`config.mk`:
```
export PLATFORM = sky130hd
export DESIGN_NAME = alu_sequencer
export DESIGN_NICKNAME = d
export VERILOG_FILES = /design/src/rtl/alu_seq_pkg.sv /design/src/rtl/rr_arbiter_2.sv /design/src/rtl/alu_sequencer.sv
export SDC_FILE = /design/constraint.sdc
export NUM_CORES = 1
export LEC_CHECK = 0
export ABC_CLOCK_PERIOD_IN_PS = 2900
export CAP_MARGIN = 25
export CORE_AREA = 2 2 122 124
export DETAILED_ROUTE_END_ITERATION = 10
export DIE_AREA = 0 0 124 126
export PLACE_DENSITY_LB_ADDON = 0.15
export SETUP_SLACK_MARGIN = 0.05
export SLEW_MARGIN = 20
export SYNTH_ARGS = -nofsm -noshare
export SYNTH_HDL_FRONTEND = slang
export SYNTH_SLANG_ARGS = --single-unit
```
`constraint.sdc`:
```
create_clock -name clk -period 2.9 [get_ports clk]
set_input_delay 0.58 -clock clk [delete_from_list [all_inputs] [get_ports clk]]
set_output_delay 0.58 -clock clk [all_outputs]
set_load 0.005 [all_outputs]
```
`src/rtl/alu_seq_pkg.sv`:
```
// Shared opcode constants, FSM state type and opcode latency lookup for the ALU sequencer.
package alu_seq_pkg;

    localparam int unsigned OPCODE_W = 5;

    localparam logic [OPCODE_W-1:0] OP_ADD  = 5'd0;
    localparam logic [OPCODE_W-1:0] OP_ADC  = 5'd1;
    localparam logic [OPCODE_W-1:0] OP_SUB  = 5'd2;
    localparam logic [OPCODE_W-1:0] OP_SBB  = 5'd3;
    localparam logic [OPCODE_W-1:0] OP_MUL  = 5'd4;
    localparam logic [OPCODE_W-1:0] OP_FADD = 5'd5;
    localparam logic [OPCODE_W-1:0] OP_FSUB = 5'd6;
    localparam logic [OPCODE_W-1:0] OP_FMUL = 5'd7;
    localparam logic [OPCODE_W-1:0] OP_AND  = 5'd8;
    localparam logic [OPCODE_W-1:0] OP_OR   = 5'd9;
    localparam logic [OPCODE_W-1:0] OP_XOR  = 5'd10;
    localparam logic [OPCODE_W-1:0] OP_NAND = 5'd11;
    localparam logic [OPCODE_W-1:0] OP_NOR  = 5'd12;
    localparam logic [OPCODE_W-1:0] OP_XNOR = 5'd13;
    localparam logic [OPCODE_W-1:0] OP_NOT  = 5'd14;
    localparam logic [OPCODE_W-1:0] OP_NEG  = 5'd15;

    typedef enum logic [1:0] {
        ST_IDLE = 2'd0,
        ST_EXEC = 2'd1,
        ST_RESP = 2'd2
    } state_t;

    // EXEC cycle count for an opcode; 0 marks float/unassigned opcodes as illegal.
    function automatic int unsigned op_latency(
        input logic [OPCODE_W-1:0] opcode,
        input int unsigned         lat_add   = 2,
        input int unsigned         lat_mul   = 4,
        input int unsigned         lat_logic = 1
    );
        int unsigned lat;
        lat = 0;
        if (opcode <= OP_SBB) begin
            lat = lat_add;
        end else if (opcode == OP_MUL) begin
            lat = lat_mul;
        end else if (opcode >= OP_AND && opcode <= OP_NEG) begin
            lat = lat_logic;
        end
        return lat;
    endfunction

endpackage

```
`src/rtl/rr_arbiter_2.sv`:
```
// Two-way round-robin grant: a lone valid always wins, the pointer breaks ties.
module rr_arbiter_2 (
    input  logic valid0,
    input  logic valid1,
    input  logic pointer,
    output logic grant0,
    output logic grant1
);

    // pointer=0 favours requester 0, pointer=1 favours requester 1
    always_comb begin
        grant0 = valid0 && (!valid1 || !pointer);
        grant1 = valid1 && (!valid0 || pointer);
    end

endmodule

```
`src/rtl/alu_sequencer.sv`:
```
// Issues one operation at a time from two round-robin requesters to a fixed-latency ALU
// and returns the captured result tagged with the winning requester's index.
module alu_sequencer
    import alu_seq_pkg::*;
#(
    parameter int unsigned WIDTH     = 32,
    parameter int unsigned LAT_ADD   = 2,
    parameter int unsigned LAT_MUL   = 4,
    parameter int unsigned LAT_LOGIC = 1
) (
    input  logic                clk,
    input  logic                rst_n,
    input  logic                req0_valid,
    output logic                req0_ready,
    input  logic [4:0]          req0_opcode,
    input  logic [WIDTH-1:0]    req0_a,
    input  logic [WIDTH-1:0]    req0_b,
    input  logic                req1_valid,
    output logic                req1_ready,
    input  logic [4:0]          req1_opcode,
    input  logic [WIDTH-1:0]    req1_a,
    input  logic [WIDTH-1:0]    req1_b,
    output logic                rsp_valid,
    input  logic                rsp_ready,
    output logic                rsp_id,
    output logic [WIDTH-1:0]    rsp_data,
    output logic                rsp_err,
    output logic [4:0]          alu_opcode,
    output logic                alu_enable,
    output logic [WIDTH-1:0]    alu_a,
    output logic [WIDTH-1:0]    alu_b,
    input  logic [WIDTH-1:0]    alu_out
);

    localparam int unsigned CNT_W = 8;

    state_t             state;
    logic               ptr;
    logic [CNT_W-1:0]   cnt;
    logic               grant0;
    logic               grant1;
    logic               hs;
    logic               sel_id;
    logic [4:0]         sel_opcode;
    logic [WIDTH-1:0]   sel_a;
    logic [WIDTH-1:0]   sel_b;
    int unsigned        sel_lat;

    rr_arbiter_2 u_arb (
        .valid0  (req0_valid),
        .valid1  (req1_valid),
        .pointer (ptr),
        .grant0  (grant0),
        .grant1  (grant1)
    );

    // Accept only while idle; ready is forced low for the whole reset assertion
    always_comb begin
        req0_ready = rst_n && (state == ST_IDLE) && grant0;
        req1_ready = rst_n && (state == ST_IDLE) && grant1;
        hs         = req0_ready || req1_ready;
        sel_id     = req1_ready;
        sel_opcode = sel_id ? req1_opcode : req0_opcode;
        sel_a      = sel_id ? req1_a : req0_a;
        sel_b      = sel_id ? req1_b : req0_b;
        sel_lat    = op_latency(sel_opcode, LAT_ADD, LAT_MUL, LAT_LOGIC);
    end

    // Sequencer FSM; the ALU drive registers double as the operand latches during EXEC
    always_ff @(posedge clk or negedge rst_n) begin
        if (!rst_n) begin
            state      <= ST_IDLE;
            ptr        <= 1'b0;
            cnt        <= '0;
            rsp_valid  <= 1'b0;
            rsp_id     <= 1'b0;
            rsp_data   <= '0;
            rsp_err    <= 1'b0;
            alu_opcode <= '0;
            alu_enable <= 1'b0;
            alu_a      <= '0;
            alu_b      <= '0;
        end else begin
            case (state)
                ST_IDLE: begin
                    if (hs) begin
                        rsp_id <= sel_id;
                        if (sel_lat == 0) begin
                            rsp_err   <= 1'b1;
                            rsp_data  <= '0;
                            rsp_valid <= 1'b1;
                            state     <= ST_RESP;
                        end else begin
                            cnt        <= CNT_W'(sel_lat - 1);
                            alu_enable <= 1'b1;
                            alu_opcode <= sel_opcode;
                            alu_a      <= sel_a;
                            alu_b      <= sel_b;
                            state      <= ST_EXEC;
                        end
                    end
                end
                ST_EXEC: begin
                    if (cnt == '0) begin
                        rsp_data   <= alu_out;
                        rsp_err    <= 1'b0;
                        rsp_valid  <= 1'b1;
                        alu_enable <= 1'b0;
                        alu_opcode <= '0;
                        alu_a      <= '0;
                        alu_b      <= '0;
                        state      <= ST_RESP;
                    end else begin
                        cnt <= cnt - 1'b1;
                    end
                end
                ST_RESP: begin
                    if (rsp_ready) begin
                        rsp_valid <= 1'b0;
                        ptr       <= ~rsp_id;
                        state     <= ST_IDLE;
                    end
                end
                default: begin
                    state <= ST_IDLE;
                end
            endcase
        end
    end

endmodule

```
-- Yosys cells after proc, flatten, opt, wreduce, memory -nomap -nowiden
Cells that the tools add are included.
W data, S select, Z words.
- add/sub/neg operators: 2
- order comparisons: 3
- equal/unequal tests: 9
- reduce and logical (&&, ||, !) cells: 24
- bitwise logic cells: 1
- mux-type cells: 40
- operator list (operator ; count):
    $mux W32 ; 10
    $pmux W32 S2 ; 3
    $logic_not A32 Y1 ; 1
    $mux W8 ; 3
    $mux W5 ; 4
    $pmux W8 S2 ; 1
    $sub A8 B1 Y8 const B ; 2
    $reduce_and A4 Y1 ; 3
    $ne A2 B2 Y1 const B ; 5
    $pmux W5 S2 ; 1
    $logic_not A8 Y1 ; 1
    $mux W1 ; 8
    $mux W2 ; 4
    $logic_and A1 B1 Y1 ; 6
    $mux W3 ; 2
    $pmux W2 S3 ; 1
    $eq A5 B3 Y1 const B ; 1
    $ge A5 B4 Y1 const B ; 1
    $le A5 B2 Y1 const B ; 1
    $le A5 B4 Y1 const B ; 1
    $reduce_and A5 Y1 ; 1
    $pmux W1 S2 ; 2
    $reduce_and A2 Y1 ; 2
    $logic_not A1 Y1 ; 3
    10 further kinds ; 12
- logic and storage cells: 90
- output and inout port bits: 107
- input port bits: 175
- flip-flop bits (word level): 116

-- Depth between registers and ports, before layout
- depth in word-level cells: 14
- gate-level depth with buffers: 9
- gate-level depth less buffers: 9

-- By module
From an unflattened synthesis, not the netlist that was laid out.
- cell total of the unflattened synthesis: 553
- area total of the unflattened synthesis: 5931.9 sq um
- modules (own cells, without submodules) (module ; instances ; cells each ; area an instance (sq um) ; seq. area each (sq um)):
    alu_sequencer ; 1 ; 550 ; 5913.2 ; 2902.8
    rr_arbiter_2 ; 1 ; 3 ; 18.8 ; 0.0

-- Worst setup path before layout
OpenSTA, ideal clock, no wires.
- path kind: in2reg
- from: input port rst_n
- to: register cnt[6]
- arrival: 2.312 ns
- stages: 8
- data required time: 2.801 ns
- library setup time: 0.099 ns
- buffers on the path: 0
- setup slack: 0.488 ns
- path through: nor3b_4 > a311oi_1 > a311oi_1 > o21bai_1 > ha_1 > a21boi_0 > a31oi_1 > a311oi_1
- cells in the longest elaborated chain, start to end: 12
- elaborated cells between the ends (all ways): 21
- those cells by class: add/sub: 1; order compare: 3; eq/ne: 3; mux: 7; reduce/logical: 7
- ends and longest elaborated chain (element ; line ; text):
    start: declaration ; alu_sequencer.sv:12 ; input logic rst_n,
    $logic_and A1 B1 Y1 * ; alu_sequencer.sv:59, alu_sequencer.sv:60 ;
    $logic_and A1 B1 Y1 ; alu_sequencer.sv:60 ; req1_ready = rst_n && (state == ST_IDLE) && grant1;
    $mux W5 ; alu_sequencer.sv:63 ; sel_opcode = sel_id ? req1_opcode : req0_opcode;
    $ge A5 B4 Y1 or $le A5 B4 Y1 (tied branches) ; alu_seq_pkg.sv:42 ; end else if (opcode >= OP_AND && opcode <= OP_NEG) begin
    $logic_and A1 B1 Y1 ; alu_seq_pkg.sv:42 ;
    $mux W1 ; alu_seq_pkg.sv:42 ;
    $mux W3 ; alu_seq_pkg.sv:40 ; end else if (opcode == OP_MUL) begin
    $mux W3 ; alu_seq_pkg.sv:38 ; if (opcode <= OP_SBB) begin
    $sub A8 B1 Y8 ; alu_sequencer.sv:94 ; cnt <= CNT_W'(sel_lat - 1);
    $mux W8 ; alu_sequencer.sv:88 ; if (sel_lat == 0) begin
    $mux W8 ; alu_sequencer.sv:86 ; if (hs) begin
    $pmux W8 S2 ; alu_sequencer.sv:84 ; case (state)
    end signal: assignment ; alu_sequencer.sv:94 ;
    end signal: assignment ; alu_sequencer.sv:114 ; cnt <= cnt - 1'b1;
    end: declaration ; alu_sequencer.sv:39 ; logic [CNT_W-1:0] cnt;
Mark *: on every way between the ends. The rest lies on a longest branch, timed or not. The select of a mux whose other input is x is not followed.
A chain may end at the register's enable or synchronous reset.

-- Final worst setup path
- from: register state[1]
- to: output port req1_ready
- cells in the longest elaborated chain, start to end: 3
- ends and longest elaborated chain (element ; line ; text):
    start: declaration ; alu_sequencer.sv:37 ; state_t state;
    start signal: assignment ; alu_sequencer.sv:72 ; state <= ST_IDLE;
    start signal: assignment ; alu_sequencer.sv:92 ; state <= ST_RESP;
    start signal: assignment ; alu_sequencer.sv:99 ; state <= ST_EXEC;
    $logic_not A2 Y1 ; alu_sequencer.sv:60 ;
    $logic_and A1 B1 Y1 (2 in series) ; alu_sequencer.sv:60 ;
    end: declaration ; alu_sequencer.sv:19 ; output logic req1_ready,
No other way between the ends.

==> flow_metrics.env <==
export IMPL_status="finished clean"
export IMPL_clkSinkCount=116
export IMPL_cts_tree="yes"
export IMPL_synth_area_top_cells="dfrtp_1 49%, nand2_1 11%, a2111oi_0 9.4%"
export IMPL_crit_type="flip-flop to output port"
export IMPL_insertion_delay_ns=0.41
export IMPL_drive_gt1_share_pct=7.98
export IMPL_portBuffers=281
export IMPL_dr_pass1_iters=5
export IMPL_die_h_um=126
export IMPL_layout_setup_ws_ns=0.175
export IMPL_synth_area_mm2=0.00595
export IMPL_diodes=0
export IMPL_yosysTopAreaCellShare_pct=48.8
export IMPL_grt_max_degree=71
export IMPL_antenna_found_initial=0
export IMPL_drc=0
export IMPL_worst_pin_slew_ns=0.757
export IMPL_synth_main_ff_cell="dfrtp_1"
export IMPL_max_freq_mhz=367
export IMPL_register_area_mm2=0.00291
export IMPL_rr_endpoint="cnt[4]$_DFFE_PN0P_"
export IMPL_wl_per_cell_um=17.1
export IMPL_cts_resized_gates=0
export IMPL_multiInputGateArea_mm2=0.00263
export IMPL_pin_count=282
export IMPL_dpl_worst_slack_ns=-0.00402
export IMPL_synthCells=618
export IMPL_yosys_area_top_type="dfrtp_1"
export IMPL_power_leakage_nw=4.27
export IMPL_max_cap_viol_count=0
export IMPL_r2r_start="state[0]$_DFFE_PN0P_"
export IMPL_crit_path_start_kind="flip-flop"
export IMPL_grt_overflow_total=0
export IMPL_synth_seq_cells=116
export IMPL_grt_pass1_wl_um=28800
export IMPL_final_util_pct=66.5
export IMPL_ant_nets=0
export IMPL_cts_max_path_buffers=2
export IMPL_ys_types=47
export IMPL_final_min_clock_period_ns=2.72
export IMPL_cts_root_buf="clkbuf_16"
export IMPL_placed_area_mm2=0.00894
export IMPL_syn_mean_instance_area_um2=9.62
export IMPL_start_util_pct=41.5
export IMPL_finalHoldViolCount=0
export IMPL_grt_setup_unrepaired="false"
export IMPL_syn_to_final_growth_pct=60.0
export IMPL_dp_hpwl_um=13100
export IMPL_fillers=1115
export IMPL_grt_pass1_vias=5834
export IMPL_maxSlewHeadroom_pct=49.5
export IMPL_fin_crit_sh_pct=94.0
export IMPL_synthArstFlopShare_pct=100
export IMPL_arrival_ns=2.14
export IMPL_drt_vias_per_instance=5.25
export IMPL_num_nets_final=1065
export IMPL_synth_warnings=0
export IMPL_cts_max_level=4
export IMPL_synth_edff_count=0
export IMPL_die_x_um=124
export IMPL_path_max_fanout=9
export IMPL_cts_made_buffers=17
export IMPL_fin_area_mm2=0.00951
export IMPL_place_gp_congestion=0.863
export IMPL_setup_violations=0
export IMPL_via_count=5699
export IMPL_cts_clk_slew_worst_paths_ns=0.06
export IMPL_skew_ns=0.00873
export IMPL_die_area_mm2=0.0156
export IMPL_synth_seq_area_share_pct=48.8
export IMPL_hold_buffers=0
export IMPL_vdd_drop_max_uv=489
export IMPL_synth_commonest_cells="170 x nand2_1, 116 x dfrtp_1, 70 x a21o_1, 64 x a2111oi_0, 38 x mux2i_1"
export IMPL_initialDrtViolationCount=237
export IMPL_coreArea_mm2=0.0143
export IMPL_power_density_mw_per_mm2=838
export IMPL_cp_required_ns=2.32
export IMPL_end_kind="output port"
export IMPL_p_total_mw=7.97
export IMPL_synthMostInstantiatedCell="nand2_1"
export IMPL_routed_wl_um=18600
export IMPL_drv_slew=0
export IMPL_r2r_slack_ns=0.31
export IMPL_hold_path_class="input port to asynchronous set/reset pin"
export IMPL_synth_nets=794
export IMPL_post_cts_buffers=0
export IMPL_track_usage_pct=23.7
export IMPL_rr_worst_depth=9
export IMPL_core_rowCount=44
report_power, final:
group	total, mW	internal (mW)	switching, mW	leakage, nW
clock	2.00	1.21	0.787	0.259
sequential	2.66	2.25	0.403	1.49
combinational	3.32	1.88	1.43	2.52
total	7.97	5.35	2.62	4.27
flip-flops by register name, summed over array words and instances (netlist names):
name / cells
alu_enable: 1
rsp_data: 32
alu_a: 32
rsp_id: 1
state: 2
rsp_err: 1
rsp_valid: 1
ptr: 1
cnt: 8
alu_opcode: 5
alu_b: 32
how the worst max path moves through the flow:
| stage | endpoint | slack, ns | startpoint |
|---|---|---|---|
| after global placement | alu_a[3]$_DFFE_PN0P_ | 0.05 | req0_opcode[0] |
| after detailed placement | cnt[4]$_DFFE_PN0P_ | -0.004 | req0_valid |
| after floorplan | cnt[6]$_DFFE_PN0P_ | 0.49 | rst_n |
| final | req1_ready | 0.18 | state[1]$_DFFE_PN0P_ |
| after CTS | req1_ready | 0.15 | state[1]$_DFFE_PN0P_ |
| after global routing | cnt[6]$_DFFE_PN0P_ | 0.07 | state[0]$_DFFE_PN0P_ |
layout by cell type, fill, tap and decap left out, types with 2 or more instances in the layout:
| cell | Yosys | routed |
|---|---|---|
| mux2i_1 | 38 | 38 |
| buf_4 | 5 | 21 |
| clkinvlp_4 | 0 | 6 |
| nor2b_1 | 3 | 2 |
| and3_1 | 2 | 2 |
| nand2_1 | 170 | 170 |
| inv_1 | 35 | 35 |
| a2111oi_0 | 64 | 64 |
| clkbuf_16 | 0 | 17 |
| dfrtp_1 | 116 | 114 |
| clkinv_4 | 0 | 3 |
| and2_1 | 2 | 2 |
| nand2b_1 | 2 | 2 |
| inv_6 | 0 | 3 |
| a21oi_1 | 6 | 6 |
| clkdlybuf4s50_1 | 0 | 280 |
| buf_12 | 0 | 4 |
| o21ai_0 | 4 | 4 |
| nor3_1 | 2 | 2 |
| nor4_1 | 7 | 7 |
| a31oi_1 | 2 | 2 |
| a22oi_1 | 2 | 2 |
| nand3_1 | 3 | 3 |
| nor2_1 | 3 | 3 |
| or2_2 | 4 | 5 |
| dfrtp_2 | 0 | 2 |
| a21o_1 | 70 | 69 |
| a311oi_1 | 4 | 4 |
| o21a_1 | 4 | 4 |
| a21boi_0 | 2 | 2 |
critical path, stage by stage, from the launching register on:
cell and delay (ns):
dfrtp_2 0.51, nor3b_4 0.36, nand3_4 0.15, inv_2 0.12
clkdlybuf4s50_1 0.59
routing by layer:
layer / share of wire [%] / vias up / track usage, %
met4: 2.1 / 0 / 9.19
li1: - / 2726 / -
met1: 41 / 2711 / 27.9
met2: 49 / 231 / 40.6
met5: 0 / - / 0
met3: 8.4 / 31 / 6.57
area by class of cell:
cell class | instances | share of cell area (%)
clock inverter | 13 | 1.34
timing repair buffer | 305 | 32.0
multi-input combinational | 413 | 27.7
clock buffer | 19 | 4.66
inverter | 36 | 1.42
tap | 184 | 2.42
sequential | 116 | 30.5
stage by stage:
stage	hold WS [ns]	TNS [ns]	instances
global route	0.429	0	1086
CTS	0.380	0	1086
global placement	0.458	0	1054
finish	0.357	0	1086
floorplan	0.284	0	618
detailed placement	0.465	-0.00697	1054
logic make-up after synthesis:
| family | after synthesis | share of synthesized area (%) |
|---|---|---|
| AO/OA/AOI/OAI | 167 | 22.4 |
| adder cells (fa/ha/maj) | 1 | 0.210 |
| buffers and inverters | 89 | 6.99 |
| flip-flops | 116 | 48.8 |
| multiplexers | 40 | 6.96 |
| AND/OR/NAND/NOR | 205 | 14.7 |
Power figures use the tool's default switching activity.
